[src/rtl/gpio_cfg_sequencer_if.sv]
// gpio_cfg_sequencer_if: table-write and serial-chain signals of gpio_cfg_sequencer.
interface gpio_cfg_sequencer_if #(
  parameter int NUM_PADS = 18
);
  localparam int AW = NUM_PADS > 1 ? $clog2(NUM_PADS) : 1;
  logic          start_i;
  logic          wr_en_i;
  logic [AW-1:0] wr_addr_i;
  logic [11:0]   wr_data_i;
  logic          wr_err_o;
  logic          busy_o;
  logic          done_o;
  logic          serial_clk_o;
  logic          serial_data_o;
  logic          serial_load_o;
  modport master (
    output start_i, wr_en_i, wr_addr_i, wr_data_i,
    input  wr_err_o, busy_o, done_o, serial_clk_o, serial_data_o, serial_load_o
  );
  modport slave (
    input  start_i, wr_en_i, wr_addr_i, wr_data_i,
    output wr_err_o, busy_o, done_o, serial_clk_o, serial_data_o, serial_load_o
  );
endinterface

[src/rtl/gpio_cfg_sequencer.sv]
// gpio_cfg_sequencer: shifts the done signature and pad mode table into the pad chain, then strobes load.
module gpio_cfg_sequencer #(
  parameter int          NUM_PADS      = 18,
  parameter int          BITS_PER_PAD  = 12,
  parameter int          CLK_DIV       = 4,
  parameter logic [11:0] DEFAULT_MODE  = 12'h4C1,
  parameter logic [47:0] DONE_SEQUENCE = 48'hFEEDBADCA77E
) (
  input logic                 clk,
  input logic                 rst_n,
  gpio_cfg_sequencer_if.slave bus
);
  localparam int TOTAL_BITS = 48 + BITS_PER_PAD * NUM_PADS;
  localparam int DW = $clog2(CLK_DIV) + 1;
  localparam int BW = $clog2(TOTAL_BITS);
  localparam int AW = NUM_PADS > 1 ? $clog2(NUM_PADS) : 1;
  localparam logic [AW:0] NP = (AW + 1)'(NUM_PADS);
  typedef enum logic [1:0] {IDLE, SHIFT_LO, SHIFT_HI, LOAD} state_t;
  state_t                  state_q, state_d;
  logic [DW-1:0]           div_q, div_d;
  logic [BW-1:0]           bit_q, bit_d;
  logic                    done_q, done_d;
  logic                    err_q, err_d;
  logic [BITS_PER_PAD-1:0] tbl_q [NUM_PADS];
  logic [TOTAL_BITS-1:0]   chain;
  logic                    div_end, addr_ok, wr_ok;
  assign div_end = div_q == DW'(CLK_DIV - 1);
  assign addr_ok = {1'b0, bus.wr_addr_i} < NP;
  assign wr_ok   = bus.wr_en_i && state_q == IDLE && addr_ok;
  // The table is frozen while busy, so the chain can be indexed directly instead of preloading a shifter.
  always_comb begin
    chain = '0;
    chain[TOTAL_BITS-1 -: 48] = DONE_SEQUENCE;
    for (int i = 0; i < NUM_PADS; i++) chain[i*BITS_PER_PAD +: BITS_PER_PAD] = tbl_q[i];
  end
  always_comb begin
    state_d = state_q;
    bit_d   = bit_q;
    div_d   = (state_q == IDLE || div_end) ? '0 : div_q + 1'b1;
    done_d  = state_q == LOAD && div_end;
    err_d   = bus.wr_en_i && (state_q != IDLE || !addr_ok);
    case (state_q)
      IDLE:     if (bus.start_i) begin
                  state_d = SHIFT_LO;
                  bit_d   = '0;
                end
      SHIFT_LO: state_d = div_end ? SHIFT_HI : SHIFT_LO;
      SHIFT_HI: if (div_end) begin
                  state_d = bit_q == BW'(TOTAL_BITS - 1) ? LOAD : SHIFT_LO;
                  bit_d   = bit_q == BW'(TOTAL_BITS - 1) ? bit_q : bit_q + 1'b1;
                end
      LOAD:     state_d = div_end ? IDLE : LOAD;
      default:  state_d = IDLE;
    endcase
  end
  always_ff @(posedge clk or negedge rst_n) begin
    if (!rst_n) begin
      state_q <= IDLE;
      div_q   <= '0;
      bit_q   <= '0;
      done_q  <= 1'b0;
      err_q   <= 1'b0;
      for (int i = 0; i < NUM_PADS; i++) tbl_q[i] <= DEFAULT_MODE;
    end else begin
      state_q <= state_d;
      div_q   <= div_d;
      bit_q   <= bit_d;
      done_q  <= done_d;
      err_q   <= err_d;
      if (wr_ok) tbl_q[bus.wr_addr_i] <= bus.wr_data_i;
    end
  end
  assign bus.busy_o        = state_q != IDLE;
  assign bus.done_o        = done_q;
  assign bus.wr_err_o      = err_q;
  assign bus.serial_clk_o  = state_q == SHIFT_HI;
  assign bus.serial_load_o = state_q == LOAD;
  assign bus.serial_data_o = (state_q == SHIFT_LO || state_q == SHIFT_HI) && chain[BW'(TOTAL_BITS - 1) - bit_q];
endmodule

[src/flat_wrapper.sv]
// flat-port wrapper written by rule: the top's interface ports become plain ports
module gpio_cfg_sequencer_flat 
#(
  parameter int          NUM_PADS      = 18,
  parameter int          BITS_PER_PAD  = 12,
  parameter int          CLK_DIV       = 4,
  parameter logic [11:0] DEFAULT_MODE  = 12'h4C1,
  parameter logic [47:0] DONE_SEQUENCE = 48'hFEEDBADCA77E
)
  (clk, rst_n, bus_start_i, bus_wr_en_i, bus_wr_addr_i, bus_wr_data_i, bus_wr_err_o, bus_busy_o, bus_done_o, bus_serial_clk_o, bus_serial_data_o, bus_serial_load_o);
  gpio_cfg_sequencer_if #(.NUM_PADS(NUM_PADS)) bus_i ();
  input logic clk;
  input logic rst_n;
  input wire logic [$bits(bus_i.start_i)-1:0] bus_start_i;
  input wire logic [$bits(bus_i.wr_en_i)-1:0] bus_wr_en_i;
  input wire logic [$bits(bus_i.wr_addr_i)-1:0] bus_wr_addr_i;
  input wire logic [$bits(bus_i.wr_data_i)-1:0] bus_wr_data_i;
  output wire logic [$bits(bus_i.wr_err_o)-1:0] bus_wr_err_o;
  output wire logic [$bits(bus_i.busy_o)-1:0] bus_busy_o;
  output wire logic [$bits(bus_i.done_o)-1:0] bus_done_o;
  output wire logic [$bits(bus_i.serial_clk_o)-1:0] bus_serial_clk_o;
  output wire logic [$bits(bus_i.serial_data_o)-1:0] bus_serial_data_o;
  output wire logic [$bits(bus_i.serial_load_o)-1:0] bus_serial_load_o;
  assign bus_i.start_i = bus_start_i;
  assign bus_i.wr_en_i = bus_wr_en_i;
  assign bus_i.wr_addr_i = bus_wr_addr_i;
  assign bus_i.wr_data_i = bus_wr_data_i;
  assign bus_wr_err_o = bus_i.wr_err_o;
  assign bus_busy_o = bus_i.busy_o;
  assign bus_done_o = bus_i.done_o;
  assign bus_serial_clk_o = bus_i.serial_clk_o;
  assign bus_serial_data_o = bus_i.serial_data_o;
  assign bus_serial_load_o = bus_i.serial_load_o;
  gpio_cfg_sequencer #(.NUM_PADS(NUM_PADS), .BITS_PER_PAD(BITS_PER_PAD), .CLK_DIV(CLK_DIV), .DEFAULT_MODE(DEFAULT_MODE), .DONE_SEQUENCE(DONE_SEQUENCE)) u_core (.clk(clk), .rst_n(rst_n), .bus(bus_i));
endmodule
[config.mk]
export PLATFORM = sky130hd
export DESIGN_NAME = gpio_cfg_sequencer_flat
export DESIGN_NICKNAME = d
export VERILOG_FILES = /design/src/rtl/gpio_cfg_sequencer_if.sv /design/src/rtl/gpio_cfg_sequencer.sv /design/src/flat_wrapper.sv
export SDC_FILE = /design/constraint.sdc
export NUM_CORES = 1
export LEC_CHECK = 0
export ABC_AREA = 1
export CAP_MARGIN = 5
export CORE_AREA = 3 3 183 185
export DETAILED_ROUTE_END_ITERATION = 6
export DIE_AREA = 0 0 186 188
export PLACE_DENSITY = 0.51
export REMOVE_ABC_BUFFERS = 1
export SETUP_SLACK_MARGIN = 0.5
export SYNTH_ARGS = -nofsm -noshare
export SYNTH_HDL_FRONTEND = slang
export SYNTH_SLANG_ARGS = --single-unit
[constraint.sdc]
create_clock -name clk -period 4.2 [get_ports clk]
set_input_delay 0.84 -clock clk [delete_from_list [all_inputs] [get_ports clk]]
set_output_delay 0.84 -clock clk [all_outputs]
set_load 0.03 [all_outputs]
* After elaboration in Yosys (flattened, before gate mapping)
Cells that the tools add are included.
W data, S select, Z words.
** Storage, ports and cells
- Bits in registers :: 232
- Bits of input ports :: 21
- Output and inout bits :: 6
- Word-level logic and storage cells :: 70
** Operators by class
- Add/sub/neg operators :: 3
- $lt $le $gt $ge :: 4
- Equality and inequality tests :: 8
- Multiplexer cells :: 16
- Bitwise operators :: 1
- Reductions and logical operators :: 15
** Operator list (count)
- $bwmux W216 :: 1
- $demux W12 S5 :: 1
- $mux W9 :: 3
- $pmux W9 S2 :: 1
- $mux W12 :: 1
- $lt A9 B10 Y1 const B :: 1
- $mux W2 :: 5
- $add A9 B1 Y9 const B :: 1
- $bmux W1 S9 :: 1
- $eq A9 B9 Y1 const B :: 1
- $sub A9 B9 Y9 const A :: 1
- $pmux W2 S4 :: 1
- $ge A6 B6 Y1 const B :: 1
- $logic_and A1 B1 Y1 :: 6
- $lt A6 B1 Y1 const B :: 1
- $not A5 Y6 :: 1
- $lt A5 B5 Y1 const B :: 1
- $eq A2 B2 Y1 const B :: 2
- $ne A2 B2 Y1 const B :: 2
- $reduce_and A4 Y1 :: 1
- $reduce_bool A2 Y1 :: 2
- $add A3 B1 Y3 const B :: 1
- $eq A3 B2 Y1 const B :: 1
- $logic_or A1 B1 Y1 :: 3
- 7 further kinds :: 7

* Logic depth before layout (Yosys ltp)
Gate-level depths: netlist of run 1.
- Depth after elaboration :: 6
- Gate-level depth with buffers :: 16
- Depth with buffers taken out :: 15

* Worst setup path after synthesis of run 1
Ideal clock, no wire load.
- Path type :: register to output
- Start point :: reg u_core.bit_q[3]
- End point :: out bus_serial_data_o
- Arrival time :: 2451 ps
- Setup slack :: 909 ps
- Cell stages (with the launch flop) :: 13
- Path buffers :: 2
- Cell sequence :: dfrtp_1 > inv_1 > clkbuf_1 > ha_1 > clkbuf_1 > nor2_1 > a21boi_0 > nor2_1 > nand2_1 > nand2_1 > nor2_1 > nor2_1 > a21oi_1
** On the way
- Longest elaborated chain between the ends :: 4
** RTL lines
- start: declaration :: RTL line gpio_cfg_sequencer.sv:21 : logic [BW-1:0] bit_q, bit_d;
- start signal: assignment :: RTL line gpio_cfg_sequencer.sv:67 : bit_q <= bit_d;
- $sub A9 B9 Y9 :: RTL line gpio_cfg_sequencer.sv:78 : assign bus.serial_data_o = (state_q == SHIFT_LO || state_q == SHIFT_HI) && chain[BW'(TOTAL_BITS - 1) - bit_q];
- $bmux W1 S9 :: RTL line gpio_cfg_sequencer.sv:78
- $mux W1 (not written as such) :: RTL line gpio_cfg_sequencer.sv:78
- $logic_and A1 B1 Y1 :: RTL line gpio_cfg_sequencer.sv:78
- end: declaration :: RTL line flat_wrapper.sv:22 : output wire logic [$bits(bus_i.serial_data_o)-1:0] bus_serial_data_o;
No other way between the ends. The select of a mux whose other input is x is not followed.

* Worst setup path after layout of run 1
- Start point :: reg u_core.bit_q[0]
- End point :: out bus_serial_data_o
Same word-level chain as after synthesis.

==> metrics.sh, run 1 <==
STATUS='complete, no violations'
RSZ0062_AT_GRT='no'
MAX_FREQ_MHz=278
TOTAL_INSTANCE_COUNT_AFTER_DETAILED_PLACEMENT=1783
CRITICAL_PATH_PEAK_FANOUT=15
DIE-HEIGHT_UM=188
DIE_WIDTH_UM=186
IO_BUFFERS=26
POWER_PER_CELL_AREA_mW_PER_MM2=354
FF_LATCH_AREA_MM2=0.00590
SYNTH_FA_HA_AREA_SHARE_PCT=1.46
POST-ROUTE-CELL-AREA_MM2=0.0132
CLKSINKCOUNT=232
MULTIINPUTGATEAREA_MM2=0.00476
REPORT.FINAL.SETUP_VIOL=0
PRE_REPAIR_DR_ITERATION_COUNT=5
FIN_TOTAL_PWR_uW=4680
GRT_START_MAX_NET_PINS=90
CRIT_TYPE='reg -> out'
SYNTHDISTINCTLIBCELLS=32
SYNTH.CELL_AREA_MM2=0.0112
MAX-CLOCK-PATH-BUFFERS=3
DETAILEDPLACEMENTHPWL_UM=20100
NUM_IO_PINS=27
R2R_CELLS=7
AREA_DELTA_SYNTH_FINAL_PCT=18.4
MAX_SLEW_VIOLATION_COUNT=0
YOSYSSEQAREASHARE_PCT=52.8
INITIAL_ANTENNA_VIOLATION_COUNT=0
CP-END-KIND='output pin'
GPL.FINAL_WEIGHTED_CONGESTION=0.826
LEAKAGEPOWER_uW=0.00577
FP.DIEAREA_MM2=0.0350
PLACEMENT.CELL_AREA_MM2=0.0118
FINAL_LAYOUT_SIZE_SUFFIX_GT1_SHARE_PCT=14.1
SHARE_OF_THE_SYNTHESIZED_AREA_IN_COMPOUND_GATES_AO_OA_AOI_OAI_PCT=12.8
WORSTHOLDPATHTYPE='in -> async'
FLOORPLAN.INITIALDENSITY_PCT=34.6
FINALNETCOUNT=1463
DOMINANT_COMBINATIONAL_CELL_FAMILY_BY_AREA_AFTER_SYNTHESIS='simple AND/OR/NAND/NOR gates'
FINAL_PERIOD_MINUS_WORST_SETUP_SLACK_NS=3.59
WORST_EP_REQUIRED_TIME_NS=3.36
CLOCK_TREE.HTREE_LEVEL_COUNT=1
MAX-VDD-IR-DROP_uV=278
CTS_BUFFERS=26
DRCVIOLATIONCOUNT=0
CTS_TREE='yes'
TRANSITION_AT_THE_PIN_WITH_THE_SMALLEST_MAX_TRANSITION_SLACK_NS=1.13
GRT.TOTAL_USAGE_PCT=20.5
NUM_ROWS=66
SETUP-TNS-FINAL_NS=0
VIAS=9690
FINAL.FILL_COUNT=3321
CTS-ROOT-BUF='sky130_fd_sc_hd__clkbuf_16'
WIRE_PER_INST_UM=20.1
TOTALWIRELENGTH_UM=37300
YOSYS_WARNINGS=0
POST_SYNTH_MUX_AREA_SHARE_PCT=0
FINISH.CELL_COUNT_WITHOUT_FILLERS=1857
VIASPERCELL=5.22
CORE_AREA_MM2=0.0322
SYNTHESIS.INSTANCES=1414
FIRST_GLOBAL_VIAS=8832
LAYOUT_COMMON_CELLS='567 x sky130_fd_sc_hd__nand2_1, 219 x sky130_fd_sc_hd__o21ai_0, 158 x sky130_fd_sc_hd__dfrtp_1, 103 x sky130_fd_sc_hd__nand3_1, 72 x sky130_fd_sc_hd__dfstp_2'
SYNTHESIS.AREA_PER_INSTANCE_UM2=7.89
FIRST_ITER_VIOLATIONS=1062
SKEW_NS=0.00919
WORST_SETUP_HOLD_PATH_CLK_SLEW_NS=0.06
GRT_PASS1_WL_UM=55200
CLK-INSERTION-DELAY-LATE_NS=0.53
CP_DATA_ARRIVAL_TIME_NS=2.75
FINAL_CORE_UTIL_PCT=41.0
SYNTHXORXNORAREAFRAC_PCT=0.393
MAXCAPVIOLATIONS=0
MIN_PERIOD_OVER_PERIOD_PCT=85.6
SIMPLE_GATE_SHARE_OF_THE_SYNTHESIZED_AREA_PCT=27.1
NUMBER_OF_STORAGE_ELEMENTS_IN_THE_SYNTHESIS_NETLIST=232
MAX-SLEW-MARGIN-REL_PCT=24.4
CRITPATHLAUNCHTYPE='register'
ANTENNA_LEFT=0
FINALHOLDVIOLCOUNT=0
GLOBALROUTEOVERFLOWTOTAL=0
MOSTFREQUENTLAYOUTCELL='sky130_fd_sc_hd__nand2_1'
ANTENNA-DIODE-COUNT=0
[cells in the mapped netlist, drive strengths merged]
cell type  number  area [um2]
o21ai         232        1170
nand2         577        2170
a21boi          7        52.6
a31oi           1        6.26
dfrtp         160        4000
clkbuf         43         161
dfstp          72        1890
nor3b           1        7.51
ha             13         163
xor2            5        43.8
nor3           11        77.6
and2            1        6.26
nand3         110         568
nor4            3        18.8
o311ai          1        8.76
nand4           5        31.3
o211ai          4        30.0
nor2           30         123
a21oi          33         165
buf            49         243
nand3b          3        22.5
inv            53         199
[path summary, 6_finish.rpt]
kind / from / endpoint / slack, ns
max: u_core.bit_q[0] / bus_serial_data_o / 0.61
min: rst_n / u_core.chain[26] / 0.32
max reg2reg: u_core.state_q[0] / u_core.chain[214] / 1.84
min reg2reg: u_core.div_q[0] / u_core.div_q[0] / 0.46
max in group asynchronous: rst_n / u_core.chain[12] / 2.84
min in group clk: u_core.div_q[0] / u_core.div_q[0] / 0.46
[critical path: stages (launching register included)]
cell and delay, ns:
sky130_fd_sc_hd__dfrtp_4 0.58, sky130_fd_sc_hd__clkinv_8 0.14, sky130_fd_sc_hd__clkbuf_16 0.22, sky130_fd_sc_hd__buf_4 0.14, sky130_fd_sc_hd__ha_1 0.22, sky130_fd_sc_hd__a21oi_2 0.16
sky130_fd_sc_hd__nand2_1 0.07, sky130_fd_sc_hd__nand2_1 0.07, sky130_fd_sc_hd__nand2_1 0.05, sky130_fd_sc_hd__nand3_1 0.08, sky130_fd_sc_hd__nand3_1 0.14, sky130_fd_sc_hd__a21oi_4 0.20
sky130_fd_sc_hd__buf_6 0.16
[flip-flops by register name (all words and copies together) (netlist names)]
name,cells
u_core.bit_q,9
u_core.div_q,3
u_core.bus.wr_err_o,1
u_core.chain,216
u_core.state_q,2
u_core.bus.done_o,1
[metrics by stage]
| stage | hold slack (ns) | setup WS (ns) |
|---|---|---|
| after global placement | 0.426 | 0.864 |
| after CTS | 0.348 | 0.509 |
| after global routing | 0.370 | 0.440 |
| after detailed placement | 0.454 | 0.913 |
| final | 0.319 | 0.606 |
| after floorplan | 0.410 | -2.16 |
[report_power, final]
part	internal, uW	total, uW	leakage [uW]	switching (uW)
Clock	1360	2300	0.000418	933
Combinational	23.3	141	0.00242	118
Sequential	2240	2240	0.00293	0.149
[cell type report]
cell class / instances / area share [%]
Sequential cell: 232 / 44.7
Multi-Input combinational cell: 1037 / 36.1
Timing Repair Buffer: 79 / 7.30
Clock buffer: 45 / 6.16
Tap cell: 408 / 3.87
Inverter: 53 / 1.63
Clock inverter: 3 / 0.303
[layer usage]
metal  vias to the layer above  share of wire (%)  global-route usage (%)
met5                         -                  0                       0
met4                         0                2.1                    4.30
met3                        59                6.4                    3.14
met2                       327                 45                    31.1
met1                      4697                 47                    31.0
li1                       4607                  -                       -
[kinds of logic (layout without fill, tap and decap cells)]
kind of cell,Yosys count,count (layout)
xor gates and xnor gates,5,5
and+or+nand+nor,741,741
buffers and inverters,145,180
AOI/OAI and AO/OA,278,278
DFF,232,232
adders and majority gates,13,13
[repair_timing]
action                     in CTS  in global routing
hold endpoints to repair        0                  0
setup endpoints to repair       1                  1
pin swaps                       0                  3
cloned                          3                  8
gates resized for setup         7                 43
hold buffers                    0                  0
buffers inserted                3                 12
Note: power is estimated with default switching activity, not from simulation.
==> inputs of run 2 (changes only) <==
--- a/config.mk
+++ b/config.mk
@@ -7,9 +7,9 @@
 export LEC_CHECK = 0
 export ABC_AREA = 1
 export CAP_MARGIN = 5
-export CORE_AREA = 3 3 183 185
+export CORE_AREA = 2 2 182 184
 export DETAILED_ROUTE_END_ITERATION = 6
-export DIE_AREA = 0 0 186 188
+export DIE_AREA = 0 0 184 186
 export PLACE_DENSITY = 0.51
 export REMOVE_ABC_BUFFERS = 1
 export SETUP_SLACK_MARGIN = 0.5
==> run 2 against run 1 <==
Against the previous run: clock skew about the same; worst hold slack worse by 0.0052 ns; worst setup slack better by 0.051 ns; highest routed layer unchanged; maximum frequency up 1.4%; critical path depth up 3; combinational power about the same; count of clock-buffer cells in the layout up 1; core utilization down 0.85 points; via count down 1.7%.
==> metrics.sh, run 2 (same netlist as run 1, synthesis figures left out) <==
STATUS='complete, no violations'
WORST_EP_REQUIRED_TIME_NS=3.36
PRE_REPAIR_DR_ITERATION_COUNT=5
POWER_PER_CELL_AREA_mW_PER_MM2=360
LAYOUT_COMMON_CELLS='576 x sky130_fd_sc_hd__nand2_1, 220 x sky130_fd_sc_hd__o21ai_0, 158 x sky130_fd_sc_hd__dfrtp_1, 108 x sky130_fd_sc_hd__nand3_1, 72 x sky130_fd_sc_hd__dfstp_2'
FIRST_ITER_VIOLATIONS=861
MAX-CLOCK-PATH-BUFFERS=3
NUM_IO_PINS=27
CTS_TREE='yes'
WIRE_PER_INST_UM=19.3
CRITPATHLAUNCHTYPE='register'
REG2REG_SETUP_SLACK_NS=1.73
DETAILEDPLACEMENTHPWL_UM=19100
RSZ0062_AT_GRT='no'
NUM_ROWS=66
CRITICAL_PATH.MAX_STAGE_DELAY_NS=0.58
FINALNETCOUNT=1452
PLACEMENT.CELL_AREA_MM2=0.0118
CP-END-KIND='output pin'
CORE_AREA_MM2=0.0322
GLOBALROUTEOVERFLOWTOTAL=0
FINAL_LAYOUT_SIZE_SUFFIX_GT1_SHARE_PCT=12.0
CRITICAL_PATH.REG2REG.STARTPOINT='u_core.state_q[0]'
MAX-VDD-IR-DROP_uV=271
MAX_SLEW_VIOLATION_COUNT=0
ANTENNA-DIODE-COUNT=0
CLKSINKCOUNT=232
CRITICAL_PATH_BUF_INV_COUNT=3
SETUP-TNS-FINAL_NS=0
GPL.FINAL_WEIGHTED_CONGESTION=0.822
CTS.HOLD.BUFFERS_ADDED=0
AREA_DELTA_SYNTH_FINAL_PCT=15.9
INITIAL_ANTENNA_VIOLATION_COUNT=0
GRT_PASS1_WL_UM=54500
FLOORPLAN.INITIALDENSITY_PCT=34.6
CLK-INSERTION-DELAY-LATE_NS=0.54
TOTALWIRELENGTH_UM=35600
WORSTPATHCELLLIST='inv_8 -> buf_16 -> nand2_1 -> nand3_1 -> nand3_1 -> nand2_1 -> nand2_1 -> nand3_1 -> nand2_1 -> nand2_1 -> nand2_1 -> nand2_1 -> nor2_1 -> a21oi_2 -> buf_6'
R2R_CELLS=7
IO_BUFFERS=26
CLOCK_TREE.HTREE_LEVEL_COUNT=1
GRT_START_MAX_NET_PINS=89
CP_DATA_ARRIVAL_TIME_NS=2.70
DIE_WIDTH_UM=184
VIAS=9522
MIN_PERIOD_OVER_PERIOD_PCT=84.4
REG2REG_TO='u_core.chain[40]'
DRCVIOLATIONCOUNT=0
SKEW_NS=0.00875
MAX-SLEW-MARGIN-REL_PCT=24.0
FINAL_PERIOD_MINUS_WORST_SETUP_SLACK_NS=3.54
FINALHOLDVIOLCOUNT=0
WORST_SETUP_HOLD_PATH_CLK_SLEW_NS=0.06
CTS-ROOT-BUF='sky130_fd_sc_hd__clkbuf_16'
POST-ROUTE-CELL-AREA_MM2=0.0129
GRT.TOTAL_USAGE_PCT=21.0
CRITICAL_PATH_PEAK_FANOUT=21
CRIT_PATH_FREQUENT_CELL='sky130_fd_sc_hd__nand2_1'
FP.DIEAREA_MM2=0.0342
MAX_FREQ_MHz=282
LEAKAGEPOWER_uW=0.00568
REPORT.FINAL.SETUP_VIOL=0
MAXCAPVIOLATIONS=0
CRITPATHSLOWESTCELL='sky130_fd_sc_hd__dfrtp_4'
CTS_BUFFERS=27
LARGEST_REG_FLOPS=216
ANTENNA_LEFT=0
CRIT_TYPE='reg -> out'
WORSTSETUPPATHDEPTH=15
WORST_PATH_DOMINANT_CELL_FAMILY='simple AND/OR/NAND/NOR gates'
DIE-HEIGHT_UM=186
MOSTFREQUENTLAYOUTCELL='sky130_fd_sc_hd__nand2_1'
FIRST_GLOBAL_VIAS=8882
CP_CAPTURE_POINT='bus_serial_data_o'
WORSTHOLDPATHTYPE='in -> async'
TRANSITION_AT_THE_PIN_WITH_THE_SMALLEST_MAX_TRANSITION_SLACK_NS=1.14
WORST_SETUP_PATH_STARTPOINT='u_core.bit_q[0]'
VIASPERCELL=5.16
## run 2: changes by cell type in the layout (fill, tap and decap cells not counted), moves of 2 or more
cell and delta:
sky130_fd_sc_hd__clkbuf_16 -3, sky130_fd_sc_hd__xor2_1 +2, sky130_fd_sc_hd__inv_1 +2, sky130_fd_sc_hd__xor2_2 -2, sky130_fd_sc_hd__a21oi_1 +2, sky130_fd_sc_hd__inv_2 -2
sky130_fd_sc_hd__nand3_1 +5, sky130_fd_sc_hd__nand3_2 -5, sky130_fd_sc_hd__nand2_1 +9, sky130_fd_sc_hd__nand2_2 -9, sky130_fd_sc_hd__buf_4 -5
## run 2: stage by stage
stage | std cells | hold slack (ns) | utilization (%) | worst slack (ns) | total power, uW
CTS | 1838 | 0.353 | 39.6 | 0.537 | 4700
finish | 1847 | 0.313 | 40.2 | 0.657 | 4650
global route | 1847 | 0.371 | 40.2 | 0.500 | 4800
global placement | 1786 | 0.422 | 36.6 | 0.948 | 2420
detailed placement | 1786 | 0.442 | 36.6 | 0.914 | 2420
floorplan | 1322 | 0.410 | - | -2.16 | 2300
## run 2: cell type report
cell class                 count  area (um2)
sequential                   232        5900
clock buffer                  46         827
clock inverter                 4        23.8
inverter                      53         210
multi-input combinational   1037        4680
fill                        3369       19300
tap                          408         510
timing repair buffer          67         777
## run 2: power by group
group	switching (uW)	internal, uW	total [uW]
Combinational	117	23.9	141
Clock	941	1330	2270
Sequential	0.162	2240	2240
## run 2: what timing repair did
item | CTS | global route
pin swaps | 1 | 2
buffers inserted | 0 | 5
gates resized for setup | 8 | 13
setup endpoints to repair | 1 | 1
gates cloned | 2 | 4
## run 2: worst min-delay path by stage
| stage | startpoint | to | slack, ns | cells after the start |
|---|---|---|---|---|
| 2_1_floorplan | u_core.div_q[0] | u_core.div_q[0] | 0.41 | 1 |
| 3_3_place_gp | u_core.div_q[0] | u_core.div_q[0] | 0.42 | 1 |
| 3_5_place_dp | u_core.div_q[0] | u_core.div_q[0] | 0.44 | 1 |
| 4_1_cts | rst_n | u_core.chain[95] | 0.35 | 1 |
| 5_1_grt | rst_n | u_core.chain[87] | 0.37 | 1 |
| 6_report | rst_n | u_core.chain[28] | 0.31 | 1 |
## run 2: metal layers
layer  GRT usage [%]  up-vias  wire length (um)  part of all wire (%)
met5               0        -                 0                     0
met4            3.97        0               589                   1.7
met3            2.11       39              1620                   4.5
met2            33.5      227             16000                    45
met1            31.1     4661             17400                    49
li1                -     4595                 -                     -
==> inputs of run 3 (changes only) <==
--- a/config.mk
+++ b/config.mk
@@ -10,7 +10,7 @@
 export CORE_AREA = 2 2 182 184
 export DETAILED_ROUTE_END_ITERATION = 6
 export DIE_AREA = 0 0 184 186
-export PLACE_DENSITY = 0.51
+export PLACE_DENSITY = 0.52
 export REMOVE_ABC_BUFFERS = 1
 export SETUP_SLACK_MARGIN = 0.5
 export SYNTH_ARGS = -nofsm -noshare
==> constraint.sdc (replaced) <==
create_clock -name clk -period 3 [get_ports clk]
set_input_delay 0.6 -clock clk [delete_from_list [all_inputs] [get_ports clk]]
set_output_delay 0.6 -clock clk [all_outputs]
set_load 0.03 [all_outputs]
==> run 3 against run 2 <==
Against the previous run: the run now ends with negative setup slack left; clock power up 39%; cell count increased by 2.5%; sequential cell count stayed put; critical path depth decreased by 2; core utilization is 2.1 points higher; clock skew grew 0.00088 ns; worst setup slack got worse by 0.92 ns; non-clock buffer count increased by 46; critical path type unchanged; critical endpoint unchanged; highest routed layer unchanged.
==> metrics.sh, run 3 (same netlist as run 1, synthesis figures left out) <==
MAX_FREQ_MHz=306
FIRST_GLOBAL_VIAS=9055
CRITICAL_PATH.MAX_STAGE_DELAY_NS=0.52
GRT_START_MAX_NET_PINS=78
FAILED_CHECKS='negative setup slack'
REG2REG_TO='u_core.bit_q[3]'
ANTENNA_LEFT=0
FIRST_ITER_VIOLATIONS=912
NUM_IO_PINS=27
CRITICAL_PATH.REG2REG.STARTPOINT='u_core.bit_q[0]'
SEQ_POWER_SHARE_PCT=48.2
CRITICAL_PATH_PEAK_FANOUT=5
R2R_CELLS=12
WORST_PATH_DOMINANT_CELL_FAMILY='flip-flops'
WORST_PATH_SETUP_SLACK_AFTER_ROUTING_NS=-0.264
CRITICAL_PATH_BUF_INV_COUNT=3
REPORT.FINAL.SETUP_VIOL=1
NET-SWITCHING-POWER_uW=1500
CP_DATA_ARRIVAL_TIME_NS=2.66
MAX-CLOCK-PATH-BUFFERS=3
SKEW_NS=0.00963
DIE-HEIGHT_UM=186
WORST_EP_REQUIRED_TIME_NS=2.40
WORSTPATHCELLLIST='buf_12 -> buf_12 -> ha_2 -> nand2_2 -> o21ai_0 -> a21oi_2 -> nand2_1 -> nand2_2 -> nand2_1 -> nand3_1 -> nand3_2 -> a21oi_2 -> buf_6'
MOSTFREQUENTLAYOUTCELL='sky130_fd_sc_hd__nand2_1'
FP.DIEAREA_MM2=0.0342
MIN_PERIOD_OVER_PERIOD_PCT=109
STATUS='complete, but fails checks'
P_COMB_SHARE_PCT=3.2
MAX-VDD-IR-DROP_uV=387
CLK-INSERTION-DELAY-LATE_NS=0.56
INITIAL_ANTENNA_VIOLATION_COUNT=1
MAX_SLEW_VIOLATION_COUNT=0
DRCVIOLATIONCOUNT=0
DPL_WORST_SLACK_NS=0.103
REG2REG_SETUP_SLACK_NS=0.68
WORST_SETUP_HOLD_PATH_CLK_SLEW_NS=0.06
MAXCAPVIOLATIONS=0
RSZ0062_AT_GRT='yes'
CRITPATHLAUNCHTYPE='register'
LARGEST_REG_FLOPS=216
AREA_DELTA_SYNTH_FINAL_PCT=21.9
DIE_WIDTH_UM=184
TRANSITION_AT_THE_PIN_WITH_THE_SMALLEST_MAX_TRANSITION_SLACK_NS=0.615
GRT.TOTAL_USAGE_PCT=21.0
CRIT_TYPE='reg -> out'
CRITPATHSLOWESTCELL='sky130_fd_sc_hd__dfrtp_4'
WORST_HOLD_SLACK_NS=0.0383
FINAL_PERIOD_MINUS_WORST_SETUP_SLACK_NS=3.26
CP_CAPTURE_POINT='bus_serial_data_o'
WORSTHOLDPATHTYPE='in -> async'
ANTENNA-DIODE-COUNT=0
WIRE_PER_INST_UM=18.8
IO_BUFFERS=26
CLOCK_TREE.HTREE_LEVEL_COUNT=1
SETUP-TNS-FINAL_NS=-0.264
GPL.FINAL_WEIGHTED_CONGESTION=0.855
TOTALWIRELENGTH_UM=35700
FINAL_CORE_UTIL_PCT=42.2
LAYOUT_COMMON_CELLS='570 x sky130_fd_sc_hd__nand2_1, 218 x sky130_fd_sc_hd__o21ai_0, 158 x sky130_fd_sc_hd__dfrtp_1, 103 x sky130_fd_sc_hd__nand3_1, 72 x sky130_fd_sc_hd__dfstp_2'
LEAKAGEPOWER_uW=0.00601
VIASPERCELL=5.11
SW_SHARE_PCT=23.1
GRT_PASS1_WL_UM=54700
NUM_ROWS=66
FINALHOLDVIOLCOUNT=0
MAX-SLEW-MARGIN-REL_PCT=59.0
POWER_PER_CELL_AREA_mW_PER_MM2=478
WORST_SETUP_PATH_STARTPOINT='u_core.bit_q[0]'
WORSTSETUPPATHDEPTH=13
DETAILEDPLACEMENTHPWL_UM=20200
SHARE_CLK_OF_TOTAL_POWER_PCT=48.6
GLOBALROUTEOVERFLOWTOTAL=0
FINALNETCOUNT=1498
INTERNAL-POWER_uW=5000
FINAL_LAYOUT_SIZE_SUFFIX_GT1_SHARE_PCT=16.4
PRE_REPAIR_DR_ITERATION_COUNT=6
CTS-ROOT-BUF='sky130_fd_sc_hd__clkbuf_16'
CTS_BUFFERS=27
CP-END-KIND='output pin'
CORE_AREA_MM2=0.0322
FLOORPLAN.INITIALDENSITY_PCT=34.6
CLKSINKCOUNT=232
CTS_TREE='yes'
VIAS=9674
run 3: repair_timing:
| item | CTS | global route |
|---|---|---|
| gates cloned | 4 | 5 |
| endpoints found under the setup margin | 3 | 5 |
| hold buffers | 0 | 0 |
| gates resized for setup | 29 | 35 |
| pin swaps | 6 | 13 |
| buffers inserted | 8 | 9 |
run 3: cell type report:
| type | instances | area (um2) |
|---|---|---|
| Clock buffer | 45 | 803 |
| Clock inverter | 5 | 40.0 |
| Fill cell | 3280 | 18600 |
| Inverter | 53 | 214 |
| Multi-Input combinational cell | 1037 | 4800 |
| Sequential cell | 232 | 5900 |
| Tap cell | 408 | 510 |
| Timing Repair Buffer | 113 | 1340 |
run 3: power by group through the flow:
stage               clock network (uW)  logic [uW]  registers [uW]
finish                            3160         210            3140
global route                      3360         230            3130
CTS                               3240         216            3140
detailed placement                   0         216            3190
global placement                     0         218            3190
floorplan                            0        30.5            3190
run 3: worst min path at each step:
stage	slack, ns	cells after the start	endpoint
2_1_floorplan	0.30	0	u_core.bit_q[0]
3_3_place_gp	0.43	1	u_core.div_q[0]
3_5_place_dp	0.43	1	u_core.div_q[0]
4_1_cts	0.04	1	u_core.chain[40]
5_1_grt	0.08	1	u_core.chain[122]
6_report	0.04	1	u_core.chain[27]
run 3: layer usage:
metal  vias to the layer above  share of wire (%)  global-route usage [%]
li1                       4690                  -                       -
met2                       281                 44                    32.7
met5                         -                  0                       0
met1                      4627                 48                    30.6
met3                        76                5.3                    2.62
met4                         0                3.2                    5.95
run 3: metrics by stage:
step	instances	total power, uW	area [um2]
2_1_floorplan	1322	3220	10800
3_3_place_gp	1817	3410	12100
3_5_place_dp	1817	3400	12100
4_1_cts	1879	6590	13300
5_1_grt	1893	6730	13600
6_report	1893	6500	13600
